## src/rtl/mips_pkg.sv

```systemverilog
// Shared definitions for the MIPS boot path: loader state encoding and frame layout.
package mips_pkg;

    typedef enum logic [2:0] {
        LD_HDR_LO = 3'd0,
        LD_HDR_HI = 3'd1,
        LD_DATA   = 3'd2,
        LD_CSUM   = 3'd3,
        LD_DONE   = 3'd4,
        LD_ERR    = 3'd5
    } ld_state_e;

    localparam int LD_LEN_BYTES  = 2;
    localparam int LD_CSUM_BYTES = 1;

endpackage

```

## src/rtl/mips_prog_loader.sv

```systemverilog
// Boot-time loader: receives a length-prefixed, checksummed byte frame and writes it into
// instruction memory, keeping the CPU in reset until a frame has loaded and verified.
module mips_prog_loader
    import mips_pkg::*;
#(
    parameter int ADDR_W    = 10,
    parameter int MEM_BYTES = 1024
) (
    input  logic              clk,
    input  logic              rst,
    input  logic              in_valid,
    input  logic [7:0]        in_data,
    output logic              in_ready,
    input  logic              reload,
    output logic              mem_we,
    output logic [ADDR_W-1:0] mem_addr,
    output logic [7:0]        mem_wdata,
    output logic              cpu_rst,
    output logic              load_done,
    output logic              load_err
);

    localparam logic [15:0]   MEM_LIMIT = 16'(MEM_BYTES);
    localparam logic [ADDR_W:0] CNT_ONE = (ADDR_W+1)'(1);

    ld_state_e         state_q, state_d;
    logic              armed_q, armed_d;
    logic [15:0]       len_q, len_d;
    logic [ADDR_W:0]   cnt_q, cnt_d;
    logic [7:0]        sum_q, sum_d;
    logic              mem_we_q, mem_we_d;
    logic [ADDR_W-1:0] mem_addr_q, mem_addr_d;
    logic [7:0]        mem_wdata_q, mem_wdata_d;
    logic              cpu_rst_q, cpu_rst_d;
    logic              load_done_q, load_done_d;
    logic              load_err_q, load_err_d;

    logic              xfer;
    logic [15:0]       hdr_len;
    logic [15:0]       cnt_ext;

    // armed_q keeps in_ready low during reset and for the cycle in which reset releases
    assign in_ready = armed_q && (state_q != LD_DONE) && (state_q != LD_ERR);
    assign xfer     = in_valid && in_ready;
    assign hdr_len  = {in_data, len_q[7:0]};
    assign cnt_ext  = 16'(cnt_q);

    always_comb begin
        state_d     = state_q;
        armed_d     = 1'b1;
        len_d       = len_q;
        cnt_d       = cnt_q;
        sum_d       = sum_q;
        mem_we_d    = 1'b0;
        mem_addr_d  = mem_addr_q;
        mem_wdata_d = mem_wdata_q;
        cpu_rst_d   = cpu_rst_q;
        load_done_d = load_done_q;
        load_err_d  = load_err_q;
        case (state_q)
            LD_HDR_LO: begin
                if (xfer) begin
                    len_d   = {8'h00, in_data};
                    state_d = LD_HDR_HI;
                end
            end
            LD_HDR_HI: begin
                if (xfer) begin
                    len_d = hdr_len;
                    if (hdr_len > MEM_LIMIT) begin
                        state_d    = LD_ERR;
                        load_err_d = 1'b1;
                    end else if (hdr_len == 16'd0) begin
                        state_d = LD_CSUM;
                    end else begin
                        state_d = LD_DATA;
                    end
                end
            end
            LD_DATA: begin
                if (xfer) begin
                    mem_we_d    = 1'b1;
                    mem_addr_d  = cnt_q[ADDR_W-1:0];
                    mem_wdata_d = in_data;
                    sum_d       = sum_q + in_data;
                    cnt_d       = cnt_q + CNT_ONE;
                    if (cnt_ext == len_q - 16'd1) begin
                        state_d = LD_CSUM;
                    end
                end
            end
            LD_CSUM: begin
                if (xfer) begin
                    if (in_data == sum_q) begin
                        state_d     = LD_DONE;
                        load_done_d = 1'b1;
                        cpu_rst_d   = 1'b0;
                    end else begin
                        state_d    = LD_ERR;
                        load_err_d = 1'b1;
                    end
                end
            end
            LD_DONE, LD_ERR: begin
                // Memory contents are left alone; a new frame overwrites what it covers
                if (reload) begin
                    state_d     = LD_HDR_LO;
                    len_d       = '0;
                    cnt_d       = '0;
                    sum_d       = '0;
                    load_done_d = 1'b0;
                    load_err_d  = 1'b0;
                    cpu_rst_d   = 1'b1;
                end
            end
            default: begin
                state_d = LD_HDR_LO;
            end
        endcase
    end

    always_ff @(posedge clk or negedge rst) begin
        if (!rst) begin
            state_q     <= LD_HDR_LO;
            armed_q     <= 1'b0;
            len_q       <= '0;
            cnt_q       <= '0;
            sum_q       <= '0;
            mem_we_q    <= 1'b0;
            mem_addr_q  <= '0;
            mem_wdata_q <= '0;
            cpu_rst_q   <= 1'b1;
            load_done_q <= 1'b0;
            load_err_q  <= 1'b0;
        end else begin
            state_q     <= state_d;
            armed_q     <= armed_d;
            len_q       <= len_d;
            cnt_q       <= cnt_d;
            sum_q       <= sum_d;
            mem_we_q    <= mem_we_d;
            mem_addr_q  <= mem_addr_d;
            mem_wdata_q <= mem_wdata_d;
            cpu_rst_q   <= cpu_rst_d;
            load_done_q <= load_done_d;
            load_err_q  <= load_err_d;
        end
    end

    assign mem_we    = mem_we_q;
    assign mem_addr  = mem_addr_q;
    assign mem_wdata = mem_wdata_q;
    assign cpu_rst   = cpu_rst_q;
    assign load_done = load_done_q;
    assign load_err  = load_err_q;

endmodule
```

## config.mk

```make
export PLATFORM = sky130hd
export DESIGN_NAME = mips_prog_loader
export DESIGN_NICKNAME = d
export VERILOG_FILES = /design/src/rtl/mips_pkg.sv /design/src/rtl/mips_prog_loader.sv
export SDC_FILE = /design/constraint.sdc
export NUM_CORES = 1
export LEC_CHECK = 0
export ABC_AREA = 1
export CAP_MARGIN = 0
export CORE_ASPECT_RATIO = 0.7
export CORE_UTILIZATION = 35
export CTS_BUF_LIST = sky130_fd_sc_hd__clkbuf_8 sky130_fd_sc_hd__clkbuf_16
export DETAILED_ROUTE_END_ITERATION = 6
export PLACE_DENSITY = 0.54
export SLEW_MARGIN = 10
export SYNTH_ARGS = -nofsm -noshare
export SYNTH_HDL_FRONTEND = slang
export SYNTH_SLANG_ARGS = --single-unit
```

## constraint.sdc

```tcl
create_clock -name clk -period 2.4 [get_ports clk]
set_input_delay 0.48 -clock clk [delete_from_list [all_inputs] [get_ports clk]]
set_output_delay 0.48 -clock clk [all_outputs]
set_load 0.005 [all_outputs]
```

==> impl_results.md <==
- Reg clk slew, reported paths: 0.06 ns
- Non-Filler Instances: 654
- Crit path DAT: 1.75 ns
- Minimum clock period: 2.229 ns
- Post-synthesis sequential area ratio: 42.80%
- Status: complete, no violations
- DR WL/cell: 14.87 um
- DR pass1 iterations: 5
- Global-route wire length before repair: 15970 um
- Reg-to-reg critical path endpoint: state_q[0]$_DFFE_PN0P_
- Type of the most critical hold path: in2async
- Post-DP HPWL: 7395 um
- Area of the multi-input gates: 1783 um^2
- Crit end category: output pin
- Worst-Skew Late Latency: 0.33 ns
- Initial core utilization: 36.44%
- Main area contributors after synthesis: dfrtp_1 (42%), nand2_1 (13%), inv_1 (5.6%)
- Row cnt: 30
- Die H: 86.50 um
- Measured slew at the worst slew-check pin: 0.5889 ns
- Post-CTS sizing: 0
- Syn Inst Count: 466
- Max_slew headroom: 60.74%
- F_max: 0.4486 GHz
- Setup-failing EPs final: 0
- Syn Nets: 489
- Post-route DRC: 0
- Initial antenna violation count: 0
- H-tree Lvls: 3
- Max clock buf depth: 2
- Largest area contributor in the netlist: dfrtp_1
- Crit Path Category: reg2out
- RSZ-0062 raised after global routing: no
- Most numerous cell in the Yosys netlist: nand2_1
- Area growth from synthesis to layout: 25.90%
- Vias in the first global route: 3022
- Post-Place Cells: 638
- Post-synthesis cell area: 3570 um^2
- Die width: 122.7 um
- Total GRT Usage: 20.26%
- Port bufs: 34
- Final GP Congestion: 0.8774
- Mean Syn Cell Area: 7.660 um^2
- Via/cell ratio: 4.950
- CP max FO: 9
- DR vias: 3237
- R2R cell count: 12
- Share of layout cells above drive strength 1: 11.03%
- Synth warn: 0
- Crit share post-route: 92.89%
- Clock sinks: 61
- Hold_buf cts: 0
- Die area: 10610 um^2
- Worst hold margin: 0.1473 ns
- Total power: 4.449 mW
- # Max-Cap Violations: 0
- CTS tree: yes
- FF-to-FF Start: len_q[0]$_DFFE_PN0P_
- Number of fillers in the final layout: 966
- Critical path startpoint category: flip-flop
- Postcts setup bufs: 0
- Final nets: 544
- Synthesized flop and latch total: 61
- Core ar.: 9797 um^2
- Reg area: 1528 um^2
- Core Util, Final: 45.87%
- CTS Buf Count: 9
- Overflow after GRT: 0
- Synth cell types: 42
- IO Count: 35
- Ys async rst share: 100.0%
- Main synth FF type: dfrtp_1
- Largest net degree at the start of global routing: 37
- Reg2reg setup slack: 0.33 ns
- DR iter-0 viols: 188
- Synth top area share: 42.06%
- Pleak: 2.194 nW
- Synth cell count leaders: nand2_1 (127), dfrtp_1 (60), inv_1 (53)
- Post-Route WL: 9727 um
- Clk root buf: clkbuf_16
- Final hold vios: 0
- N_diodes: 0
- Post-DRT Antenna Nets: 0
- Number of synthesized flops with an enable pin: 0
- Worst vdd ir: 0.0003972 V
- Slew Limit Fails: 0
- PD cells: 989.8 nW/um^2
- CP required: 1.92 ns
- Final Skew: 0.003811 ns
[per-layer routing]
layer,GRT usage [%],wire length [um],vias to the layer above
met5,0,0,-
met4,4.545,66,0
met3,5.724,541,7
met2,27.22,3940,66
met1,31.43,5179,1545
li1,-,-,1619
[critical path, cell delays in order (launching register included)]
cell             delay, ns
dfrtp_1               0.58
inv_4                 0.08
nand2_4               0.11
inv_1                 0.06
nor2_1                0.08
clkdlybuf4s50_1       0.50
[final cells by class]
class,count,area share [%]
multi-input cells,339,39.67
flip-flops and latches,61,33.99
repair buffers,52,10.75
clock buffers,12,5.930
inverters,58,4.900
well taps,128,3.563
clock inverters,4,1.197
[registers in the layout (all words and copies together), names as in the netlist]
register / cells
len_q: 16
cnt_q: 11
mem_addr: 10
mem_wdata: 8
sum_q: 8
state_q: 3
armed_q: 1
cpu_rst: 1
load_done: 1
load_err: 1
mem_we: 1
[power breakdown]
part | internal [mW] | switching, mW | total, mW
logic | 0.610 | 1.10 | 1.71
clock network | 0.891 | 0.480 | 1.37
registers | 1.20 | 0.161 | 1.36
total | 2.70 | 1.74 | 4.45
[kinds of logic (layout without fill, tap and decap cells)]
logic type                 after synthesis  after routing  share of synthesized area (%)
DFF                                     61             61                          42.80
other                                    1              1                         0.1051
xor gates and xnor gates                17             17                          4.171
AOI/OAI and AO/OA                       74             74                          12.09
adders and majority gates               11             11                          4.066
and+or+nand+nor                        236            236                          29.51
buffers and inverters                   66            126                          7.255
[worst max-delay path by stage]
stage | from | endpoint | slack, ns | depth (start not counted)
4_1_cts | state_q[1]$_DFFE_PN0P_ | in_ready | 0.16 | 5
5_1_grt | state_q[1]$_DFFE_PN0P_ | in_ready | 0.07 | 5
2_1_floorplan | in_data[0] | sum_q[6]$_DFFE_PN0P_ | 0.57 | 9
6_report | state_q[1]$_DFFE_PN0P_ | in_ready | 0.17 | 5
3_5_place_dp | in_data[0] | sum_q[6]$_DFFE_PN0P_ | -0.02 | 10
3_3_place_gp | in_data[0] | sum_q[6]$_DFFE_PN0P_ | 0.03 | 10
[through the flow]
| step | instance area, um^2 | setup TNS [ns] | setup WS, ns |
|---|---|---|---|
| CTS | 4494 | 0 | 0.1591 |
| floorplan | 3570 | 0 | 0.5683 |
| global route | 4494 | 0 | 0.07249 |
| finish | 4494 | 0 | 0.1707 |
| detailed placement | 4174 | -0.01701 | -0.01701 |
| global placement | 4174 | 0 | 0.03296 |
[layout by cell type (no fill, tap or decap), types with 3 or more instances in the layout]
cell | Yosys | final
nand4_1 | 4 | 4
o31ai_1 | 3 | 3
nor2_1 | 47 | 47
o21ai_1 | 10 | 10
clkdlybuf4s50_1 | 0 | 33
o22ai_1 | 3 | 3
a31oi_1 | 3 | 3
ha_1 | 10 | 10
xnor2_1 | 7 | 7
dfrtp_1 | 60 | 60
xor2_1 | 10 | 10
clkbuf_8 | 0 | 3
inv_1 | 53 | 53
nand2_1 | 127 | 127
buf_4 | 2 | 17
nand3_1 | 32 | 32
a21oi_1 | 7 | 7
nor4_1 | 3 | 3
inv_2 | 4 | 4
nor3_1 | 7 | 7
o21ai_0 | 39 | 39
nor2_4 | 3 | 3
clkbuf_16 | 0 | 9
Power figures use the tool's default switching activity.
